<file path="src/rtl/gpr_wb_arbiter.sv">
// GPR write-port arbiter at the end of writeback.
// Merges in-order pipeline results (priority) with long-latency unit results
// (valid/ready, buffered in a small FIFO). A starvation counter stalls the pipeline
// so buffered results always drain. Writes to x0 are consumed but never issued.
// Optional: define GPR_WB_SCOREBOARD_EN to add the pending-destination scoreboard
// (issue_valid/issue_addr inputs, pend_vec output).
module gpr_wb_arbiter #(
  parameter int unsigned DATA_W       = 32,
  parameter int unsigned ADDR_W       = 5,
  parameter int unsigned FIFO_DEPTH   = 2,
  parameter int unsigned STARVE_LIMIT = 4
) (
  input  logic                          clk,
  input  logic                          reset,
  input  logic                          pipe_we_,
  input  logic [ADDR_W-1:0]             pipe_addr,
  input  logic [DATA_W-1:0]             pipe_data,
  output logic                          pipe_stall,
  input  logic                          lu_valid,
  output logic                          lu_ready,
  input  logic [ADDR_W-1:0]             lu_addr,
  input  logic [DATA_W-1:0]             lu_data,
  output logic                          we_,
  output logic [ADDR_W-1:0]             wr_addr,
  output logic [DATA_W-1:0]             wr_data,
`ifdef GPR_WB_SCOREBOARD_EN
  input  logic                          issue_valid,
  input  logic [ADDR_W-1:0]             issue_addr,
  output logic [31:0]                   pend_vec,
`endif
  output logic [$clog2(FIFO_DEPTH):0]   fifo_cnt
);

  localparam int unsigned PTR_W = $clog2(FIFO_DEPTH);
  localparam int unsigned SC_W  = $clog2(STARVE_LIMIT + 1);

  logic [ADDR_W-1:0] mem_addr [FIFO_DEPTH];
  logic [DATA_W-1:0] mem_data [FIFO_DEPTH];
  logic [PTR_W-1:0]  rd_ptr, wr_ptr;
  logic [PTR_W:0]    cnt;
  logic [SC_W-1:0]   starve_cnt;

  logic              fifo_empty, fifo_full, starve_hit, lu_xfer;
  logic              sel_valid, pop, bypass, push;
  logic [ADDR_W-1:0] sel_addr;
  logic [DATA_W-1:0] sel_data;

  logic              we_q;
  logic [ADDR_W-1:0] wr_addr_q;
  logic [DATA_W-1:0] wr_data_q;

  // Handshake and stall flags, all derived from registered state.
  always_comb begin
    fifo_empty = (cnt == '0);
    fifo_full  = (cnt == (PTR_W + 1)'(FIFO_DEPTH));
    starve_hit = !fifo_empty && (starve_cnt == SC_W'(STARVE_LIMIT));
    pipe_stall = !reset && starve_hit;
    lu_ready   = !reset && !fifo_full;
    lu_xfer    = lu_valid && lu_ready;
  end

  // Priority select: starved FIFO head, pipeline, FIFO head, lu bypass.
  always_comb begin
    sel_valid = 1'b0;
    sel_addr  = '0;
    sel_data  = '0;
    pop       = 1'b0;
    bypass    = 1'b0;
    if (starve_hit) begin
      sel_valid = 1'b1;
      pop       = 1'b1;
      sel_addr  = mem_addr[rd_ptr];
      sel_data  = mem_data[rd_ptr];
    end else if (!pipe_we_) begin
      sel_valid = 1'b1;
      sel_addr  = pipe_addr;
      sel_data  = pipe_data;
    end else if (!fifo_empty) begin
      sel_valid = 1'b1;
      pop       = 1'b1;
      sel_addr  = mem_addr[rd_ptr];
      sel_data  = mem_data[rd_ptr];
    end else if (lu_xfer) begin
      sel_valid = 1'b1;
      bypass    = 1'b1;
      sel_addr  = lu_addr;
      sel_data  = lu_data;
    end
    push = lu_xfer && !bypass;
  end

  // FIFO storage; contents need no reset since occupancy gates every read.
  always_ff @(posedge clk) begin
    if (push) begin
      mem_addr[wr_ptr] <= lu_addr;
      mem_data[wr_ptr] <= lu_data;
    end
  end

  // FIFO pointers and occupancy; pointers wrap naturally at a power-of-2 depth.
  always_ff @(posedge clk) begin
    if (reset) begin
      rd_ptr <= '0;
      wr_ptr <= '0;
      cnt    <= '0;
    end else begin
      if (push) wr_ptr <= wr_ptr + 1'b1;
      if (pop)  rd_ptr <= rd_ptr + 1'b1;
      if (push && !pop)      cnt <= cnt + 1'b1;
      else if (pop && !push) cnt <= cnt - 1'b1;
    end
  end

  // Starvation counter: counts cycles a non-empty FIFO goes without a pop.
  always_ff @(posedge clk) begin
    if (reset || fifo_empty || pop) begin
      starve_cnt <= '0;
    end else if (starve_cnt != SC_W'(STARVE_LIMIT)) begin
      starve_cnt <= starve_cnt + 1'b1;
    end
  end

  // Registered GPR write port; x0 writes are swallowed here.
  always_ff @(posedge clk) begin
    if (reset) begin
      we_q      <= 1'b1;
      wr_addr_q <= '0;
      wr_data_q <= '0;
    end else if (sel_valid) begin
      if (sel_addr == '0) begin
        we_q      <= 1'b1;
        wr_addr_q <= '0;
      end else begin
        we_q      <= 1'b0;
        wr_addr_q <= sel_addr;
        wr_data_q <= sel_data;
      end
    end else begin
      we_q <= 1'b1;
    end
  end

  assign we_      = we_q;
  assign wr_addr  = wr_addr_q;
  assign wr_data  = wr_data_q;
  assign fifo_cnt = cnt;

`ifdef GPR_WB_SCOREBOARD_EN
  logic [31:0] pend_q, set_mask, clr_mask;

  // Pending-destination masks; a new issue beats a same-cycle retire.
  always_comb begin
    set_mask = '0;
    clr_mask = '0;
    if (issue_valid && (issue_addr != '0)) set_mask = 32'(1) << issue_addr;
    if (pop || bypass)                     clr_mask = 32'(1) << sel_addr;
  end

  // Pending-destination register; bit 0 is never pending.
  always_ff @(posedge clk) begin
    if (reset) begin
      pend_q <= '0;
    end else begin
      pend_q <= ((pend_q & ~clr_mask) | set_mask) & ~32'(1);
    end
  end

  assign pend_vec = pend_q;
`endif

endmodule

</file>
<file path="config.mk">
export PLATFORM = sky130hd
export DESIGN_NAME = gpr_wb_arbiter
export DESIGN_NICKNAME = d
export VERILOG_FILES = /design/src/rtl/gpr_wb_arbiter.sv
export SDC_FILE = /design/constraint.sdc
export NUM_CORES = 1
export LEC_CHECK = 0
export ABC_AREA = 1
export CAP_MARGIN = 20
export CORE_ASPECT_RATIO = 1.4
export CORE_MARGIN = 2
export CORE_UTILIZATION = 30
export CTS_BUF_LIST = sky130_fd_sc_hd__clkbuf_8 sky130_fd_sc_hd__clkbuf_16
export CTS_CLUSTER_SIZE = 25
export DETAILED_ROUTE_END_ITERATION = 10
export PLACE_DENSITY = 0.51
export SETUP_SLACK_MARGIN = 0.05
export SLEW_MARGIN = 20
export SYNTH_ARGS = -nofsm -noshare
export SYNTH_HDL_FRONTEND = slang
export SYNTH_SLANG_ARGS = --single-unit
</file>
<file path="constraint.sdc">
create_clock -name clk -period 3.65 [get_ports clk]
set_clock_uncertainty 0.2 [all_clocks]
set_input_delay 0.365 -clock clk [delete_from_list [all_inputs] [get_ports clk]]
set_output_delay 0.365 -clock clk [all_outputs]
set_load 0.01 [all_outputs]
</file>
==> flow_metrics.py, run 1 <==
metrics = {
    "run_status": {
        "status": "finished, final reports clean",
    },
    "finish": {
        "multi_input_area_um2": 2046,
        "fin_area_um2": 7615,
        "syn2layout_area_growth_pct": 36.76,
        "drive_gt1_share_pct": 8.366,
        "final_cell_mix": "161 x nand2_1, 138 x nor2_1, 119 x clkdlybuf4s50_1",
        "final_common_cell": "nand2_1",
        "finish.utilization_pct": 42.14,
        "fillers": 1815,
        "antenna_cells": 0,
        "nNetsFinal": 845,
        "seq_area_um2": 3144,
    },
    "timing": {
        "tns_ns": 0,
        "setup_viol": 0,
        "period_share_pct": 75.70,
        "slew_viol_final": 0,
        "fin_ws_ns": 0.8870,
        "hold_violations": 0,
        "fin_crit_ns": 2.763,
        "worst_pin_slew_ns": 0.8834,
        "rsz0062_at_grt": "false",
        "slew_headroom_pct": 40.97,
        "whs_ns": 0.2540,
        "fmax_mhz": 361.9,
    },
    "routing": {
        "first_iter_violations": 273,
        "drc": 0,
        "drt-pass1-iter-count": 4,
        "ant_nets": 0,
        "routed_wl_um": 16380,
        "vias_per_cell": 4.656,
        "avgRoutedWirePerCell_um": 16.10,
        "vias": 4735,
    },
    "logic_synthesis": {
        "ys_ff_latch": 120,
        "yosysWarnings": 0,
        "synth_area_um2": 5568,
        "yosysSeqAreaShare_pct": 56.45,
        "syn-instance-count": 654,
        "synth_nets": 735,
        "yosys.cell_types.count": 28,
        "syn_avg_cell_area_um2": 8.514,
    },
    "global_routing": {
        "grt_pass1_wl_um": 25650,
        "met3_usage_pct": 3.537,
        "overflow": 0,
        "track_usage_pct": 17.11,
        "antenna_found_initial": 0,
        "grt_busiest_layer": "met2",
        "use_met2_pct": 29.65,
        "grt_max_degree": 40,
        "grt_pass1_vias": 4740,
        "grtUsageMet1_pct": 21.27,
    },
    "clocking": {
        "cts_root_buf": "clkbuf_16",
        "cts_buffers": 17,
        "htree_levels": 4,
        "cts_hold_buffers": 0,
        "cts_resized": 0,
        "clockBufferDepth": 2,
        "cts_setup_buffers": 0,
        "cts_sinks": 120,
        "clkLatencyLatePin_ns": 0.41,
        "cts.clk_slew.worst_paths_ns": 0.06,
        "cts_tree": "done",
    },
    "floorplanning": {
        "fp.dieH_um": 165.2,
        "initial_core_util_pct": 30.81,
        "dieWidth_um": 119.1,
        "core_area_um2": 18070,
        "io_pins": 120,
        "core.rowCount": 58,
        "dieArea_um2": 19680,
    },
    "setup_path": {
        "reg2reg_setup_slack_ns": 0.89,
        "startpoint_type": "flop",
        "crit_path_end_kind": "flop",
        "critPathKind": "reg2reg",
        "reg2reg_to": "wr_data[16]$_SDFFE_PP0P_",
        "cp.arrival_ns": 2.91,
        "r2r_cells": 12,
        "crit_fanout": 32,
        "required_ns": 3.79,
    },
    "placed_design": {
        "port_buffers": 119,
        "gp_congestion": 0.7837,
        "dp.final_hpwl_um": 10800,
        "postPlaceCellArea_um2": 6993,
        "place_ws_ns": 0.4767,
    },
    "min_path": {
        "worstHoldEndpoint": "starve_cnt[0]$_SDFFE_PP0P_",
        "hp-start": "starve_cnt[0]$_SDFFE_PP0P_",
        "hold_depth": 1,
        "holdCritPathClass": "reg2reg",
    },
    "power": {
        "power.leakage_nw": 2.931,
        "ir_drop_uv": 320.9,
        "power.density_nw_per_um2": 658.8,
    },
    "flow_run": {
        "maxCapViolCount": 0,
    },
}
## per-layer routing
metal | wire (um) | up-vias
met5 | 0 | -
met4 | 201 | 0
met3 | 961 | 11
met2 | 8055 | 137
met1 | 7156 | 2231
li1 | - | 2356
## cell families (layout without fill, tap and decap cells)
logic type      count (synthesis)  in the layout  synth area share (%)
simple gates                  349            349                 25.44
flops                         120            120                 56.45
compound gates                 90             90                 9.798
buf+inv                        90            213                 7.303
fa+ha+maj                       3              3                0.6742
xor+xnor                        1              1                0.1573
mux                             1              1                0.1798
## registers in the layout (all words and copies together), names as in the netlist, named ones only
| signal | count |
|---|---|
| starve_cnt | 3 |
| wr_ptr | 1 |
| mem_addr | 10 |
| wr_addr | 5 |
| rd_ptr | 1 |
| we_ | 1 |
| fifo_cnt | 2 |
| wr_data | 32 |
| mem_data | 64 |
## cell type report
type | instances | area share (%)
flip-flops and latches | 120 | 41.29
clock inverters | 14 | 2.399
well taps | 240 | 3.943
clock buffers | 18 | 5.767
repair buffers | 130 | 17.22
multi-input cells | 444 | 26.86
inverters | 51 | 2.514
## power by group
group	total, W	switching (W)	internal (W)
combinational	0.00150	0.000905	0.000595
clock	0.00174	0.000588	0.00115
sequential	0.00178	0.000130	0.00165
total	0.00502	0.00162	0.00339
## worst max-delay path by stage
stage,endpoint,slack [ns],depth (start not counted)
CTS,wr_data[0]$_SDFFE_PP0P_,0.84,12
global placement,wr_data[29]$_SDFFE_PP0P_,0.56,12
finish,wr_data[16]$_SDFFE_PP0P_,0.89,12
global route,wr_data[0]$_SDFFE_PP0P_,0.53,13
floorplan,mem_addr[1][0]$_DFFE_PP_,0.29,8
detailed placement,wr_data[0]$_SDFFE_PP0P_,0.48,12
## metrics by stage
| stage | power, W | cells |
|---|---|---|
| floorplan | 0.002674 | 654 |
| global placement | 0.003277 | 985 |
| detailed placement | 0.003308 | 985 |
| CTS | 0.005064 | 1017 |
| global route | 0.005299 | 1017 |
| finish | 0.005016 | 1017 |
## cells in the mapped netlist
| master | count | area [um2] |
|---|---|---|
| a21oi_1 | 12 | 60.06 |
| a21oi_2 | 1 | 8.760 |
| a21oi_4 | 1 | 16.27 |
| buf_1 | 6 | 22.52 |
| buf_2 | 7 | 35.03 |
| buf_4 | 4 | 30.03 |
| buf_6 | 6 | 67.56 |
| clkbuf_1 | 16 | 60.06 |
| dfxtp_1 | 46 | 920.9 |
| edfxtp_1 | 74 | 2222 |
| ha_1 | 3 | 37.54 |
| inv_1 | 43 | 161.4 |
| inv_2 | 8 | 30.03 |
| mux2i_1 | 1 | 10.01 |
| nand2_1 | 162 | 608.1 |
| nand2_2 | 1 | 6.260 |
| nand2_4 | 1 | 11.26 |
| nand3_1 | 38 | 190.2 |
| nand3_2 | 2 | 20.02 |
| nor2_1 | 140 | 525.5 |
| nor2_2 | 1 | 6.260 |
| nor2_4 | 2 | 22.52 |
| nor2_8 | 1 | 20.02 |
| o21ai_0 | 39 | 195.2 |
| o21ai_1 | 5 | 25.02 |
| o31ai_1 | 32 | 240.2 |
| or2_2 | 1 | 6.260 |
| xnor2_1 | 1 | 8.760 |
## worst max-delay path, stage by stage (launching register included)
cell     delay [ns]
dfxtp_2        0.63
inv_2          0.30
nand2_1        0.12
nand2_1        0.05
inv_1          0.05
nor2_1         0.03
inv_1          0.06
nand2_1        0.12
inv_2          0.08
nand2_1        0.10
nor2_4         0.71
nor2_1         0.11
nor2_1         0.13
No activity file was read; power rests on OpenSTA's default activity.
==> run 2: changes to the inputs <==
clock period = 2.8 ns   (was 3.65 ns; I/O delays follow)
==> run 2 against run 1 <==
Critical path depth down 6. Non-clock buffer count up 9. Core utilization up 0.51 points. Design area up 1.2%. Sequential cell count unchanged. Count of clock-buffer cells in the layout down 1. Global-route usage down 0.71 points. Die area unchanged. Highest routed layer unchanged. Combinational power up 34%. Largest cell class unchanged. Cell count up 0.98%.
==> flow_metrics.py, run 2 (synthesized netlist as in run 1, its figures left out) <==
metrics = {
    "run_status": {
        "status": "finished, final reports clean",
    },
    "setup_path": {
        "path_cells": "inv_1, ha_1, nand3_2, buf_4, nor2_1, clkdlybuf4s50_1",
        "crit_path_end_kind": "primary output",
        "crit_fanout": 13,
        "r2r_cells": 12,
        "timing.rr.start": "starve_cnt[0]$_SDFFE_PP0P_",
        "crit_slowest_cell": "clkdlybuf4s50_1",
        "cpPeakStageDelay_ns": 0.55,
        "critPathKind": "reg2out",
        "reg2reg_setup_slack_ns": 0.26,
        "reg2reg_to": "wr_data[18]$_SDFFE_PP0P_",
        "cp.arrival_ns": 2.14,
        "startpoint_type": "flop",
        "required_ns": 2.32,
    },
    "timing": {
        "fin_crit_ns": 2.624,
        "fin_ws_ns": 0.1761,
        "rsz0062_at_grt": "true",
        "slew_viol_final": 0,
        "period_share_pct": 93.71,
        "setup_viol": 0,
        "hold_violations": 0,
        "fmax_mhz": 381.1,
        "worst_pin_slew_ns": 0.8159,
        "slew_headroom_pct": 45.48,
    },
    "floorplanning": {
        "dieWidth_um": 119.1,
        "io_pins": 120,
        "dieArea_um2": 19680,
        "core_area_um2": 18070,
        "fp.dieH_um": 165.2,
        "core.rowCount": 58,
        "initial_core_util_pct": 30.81,
    },
    "clocking": {
        "cts_hold_buffers": 0,
        "cts_setup_buffers": 0,
        "cts_root_buf": "clkbuf_16",
        "cts_resized": 0,
        "cts_buffers": 17,
        "cts_sinks": 120,
        "cts_tree": "done",
        "cts.clk_slew.worst_paths_ns": 0.06,
        "clkLatencyLatePin_ns": 0.41,
        "clockBufferDepth": 2,
        "htree_levels": 4,
    },
    "global_routing": {
        "antenna_found_initial": 0,
        "overflow": 0,
        "grt_pass1_vias": 4801,
        "track_usage_pct": 16.40,
        "grt_pass1_wl_um": 24670,
        "grt_max_degree": 40,
    },
    "finish": {
        "syn2layout_area_growth_pct": 38.40,
        "antenna_cells": 0,
        "final_cell_mix": "162 x nand2_1, 138 x nor2_1, 119 x clkdlybuf4s50_1",
        "largest_register": "mem_data",
        "drive_gt1_share_pct": 9.530,
        "largest_reg_flops": 64,
        "finish.utilization_pct": 42.65,
        "final_common_cell": "nand2_1",
        "nNetsFinal": 855,
    },
    "routing": {
        "vias_per_cell": 4.590,
        "avgRoutedWirePerCell_um": 15.63,
        "drc": 0,
        "drt-pass1-iter-count": 4,
        "routed_wl_um": 16050,
        "first_iter_violations": 286,
        "vias": 4714,
        "ant_nets": 0,
    },
    "power": {
        "power_switching_share_pct": 32.06,
        "p_int_w": 0.004529,
        "power.leakage_nw": 2.971,
        "clkPwrFrac_pct": 35.6,
        "switchingPower_w": 0.002137,
        "ir_drop_uv": 375.3,
        "power_frac_comb_pct": 30.1,
        "power.density_nw_per_um2": 865.0,
        "seqPwrFrac_pct": 34.3,
    },
    "min_path": {
        "hp-start": "rd_ptr$_SDFFE_PP0P_",
        "worstHoldEndpoint": "rd_ptr$_SDFFE_PP0P_",
        "hold_depth": 1,
        "holdCritPathClass": "reg2reg",
    },
    "placed_design": {
        "dp.final_hpwl_um": 10540,
        "gp_congestion": 0.7639,
        "port_buffers": 119,
        "place_ws_ns": -0.08920,
    },
    "flow_run": {
        "maxCapViolCount": 0,
    },
}
## run 2: stage by stage
step | setup TNS, ns | area [um2] | hold slack [ns] | power (W) | std cells
finish | 0 | 7706 | 0.2513 | 0.006666 | 1027
CTS | 0 | 7695 | 0.2530 | 0.006727 | 1026
global route | 0 | 7706 | 0.2788 | 0.007055 | 1027
floorplan | 0 | 5573 | 0.1491 | 0.003486 | 654
detailed placement | -1.610 | 7046 | 0.2404 | 0.004326 | 994
global placement | 0 | 7046 | 0.2296 | 0.004288 | 994
## run 2: how the worst max path moves through the flow
stage                                from                        to
4_1_cts        starve_cnt[0]$_SDFFE_PP0P_  wr_data[28]$_SDFFE_PP0P_
2_1_floorplan    fifo_cnt[0]$_SDFFE_PP0P_  mem_addr[1][0]$_DFFE_PP_
5_1_grt        starve_cnt[0]$_SDFFE_PP0P_   wr_data[7]$_SDFFE_PP0P_
3_3_place_gp                     pipe_we_  wr_data[26]$_SDFFE_PP0P_
6_report       starve_cnt[0]$_SDFFE_PP0P_                pipe_stall
3_5_place_dp                     pipe_we_  wr_data[28]$_SDFFE_PP0P_
## run 2: cell type report
class,count,area [um2]
clock buffer,17,425.4
clock inverter,15,224.0
fill,1767,10360
inverter,51,191.4
multi-input combinational,445,2054
sequential,120,3144
tap,240,300.3
timing repair buffer,139,1366
## run 2: critical path, delay by kind of cell, from the launching register on
| kind | cells | cell delay [ns] |
|---|---|---|
| and+or+nand+nor | 2 | 0.32 |
| buffers and inverters | 3 | 0.88 |
| adders and majority gates | 1 | 0.20 |
| DFF | 1 | 0.33 |
## run 2: power by group through the flow
stage / Clock [W] / Sequential (W) / Combinational [W]
3_5_place_dp: 0 / 0.00232 / 0.00200
2_1_floorplan: 0 / 0.00235 / 0.00113
5_1_grt: 0.00251 / 0.00231 / 0.00223
6_report: 0.00237 / 0.00229 / 0.00201
4_1_cts: 0.00242 / 0.00229 / 0.00202
3_3_place_gp: 0 / 0.00232 / 0.00197
## run 2: metal layers
layer,wire length (um),track usage (%),vias up
met5,0,0,-
met2,8362,30.20,117
met4,236,5.465,0
met1,6793,18.72,2205
met3,658,3.674,20
li1,-,-,2372
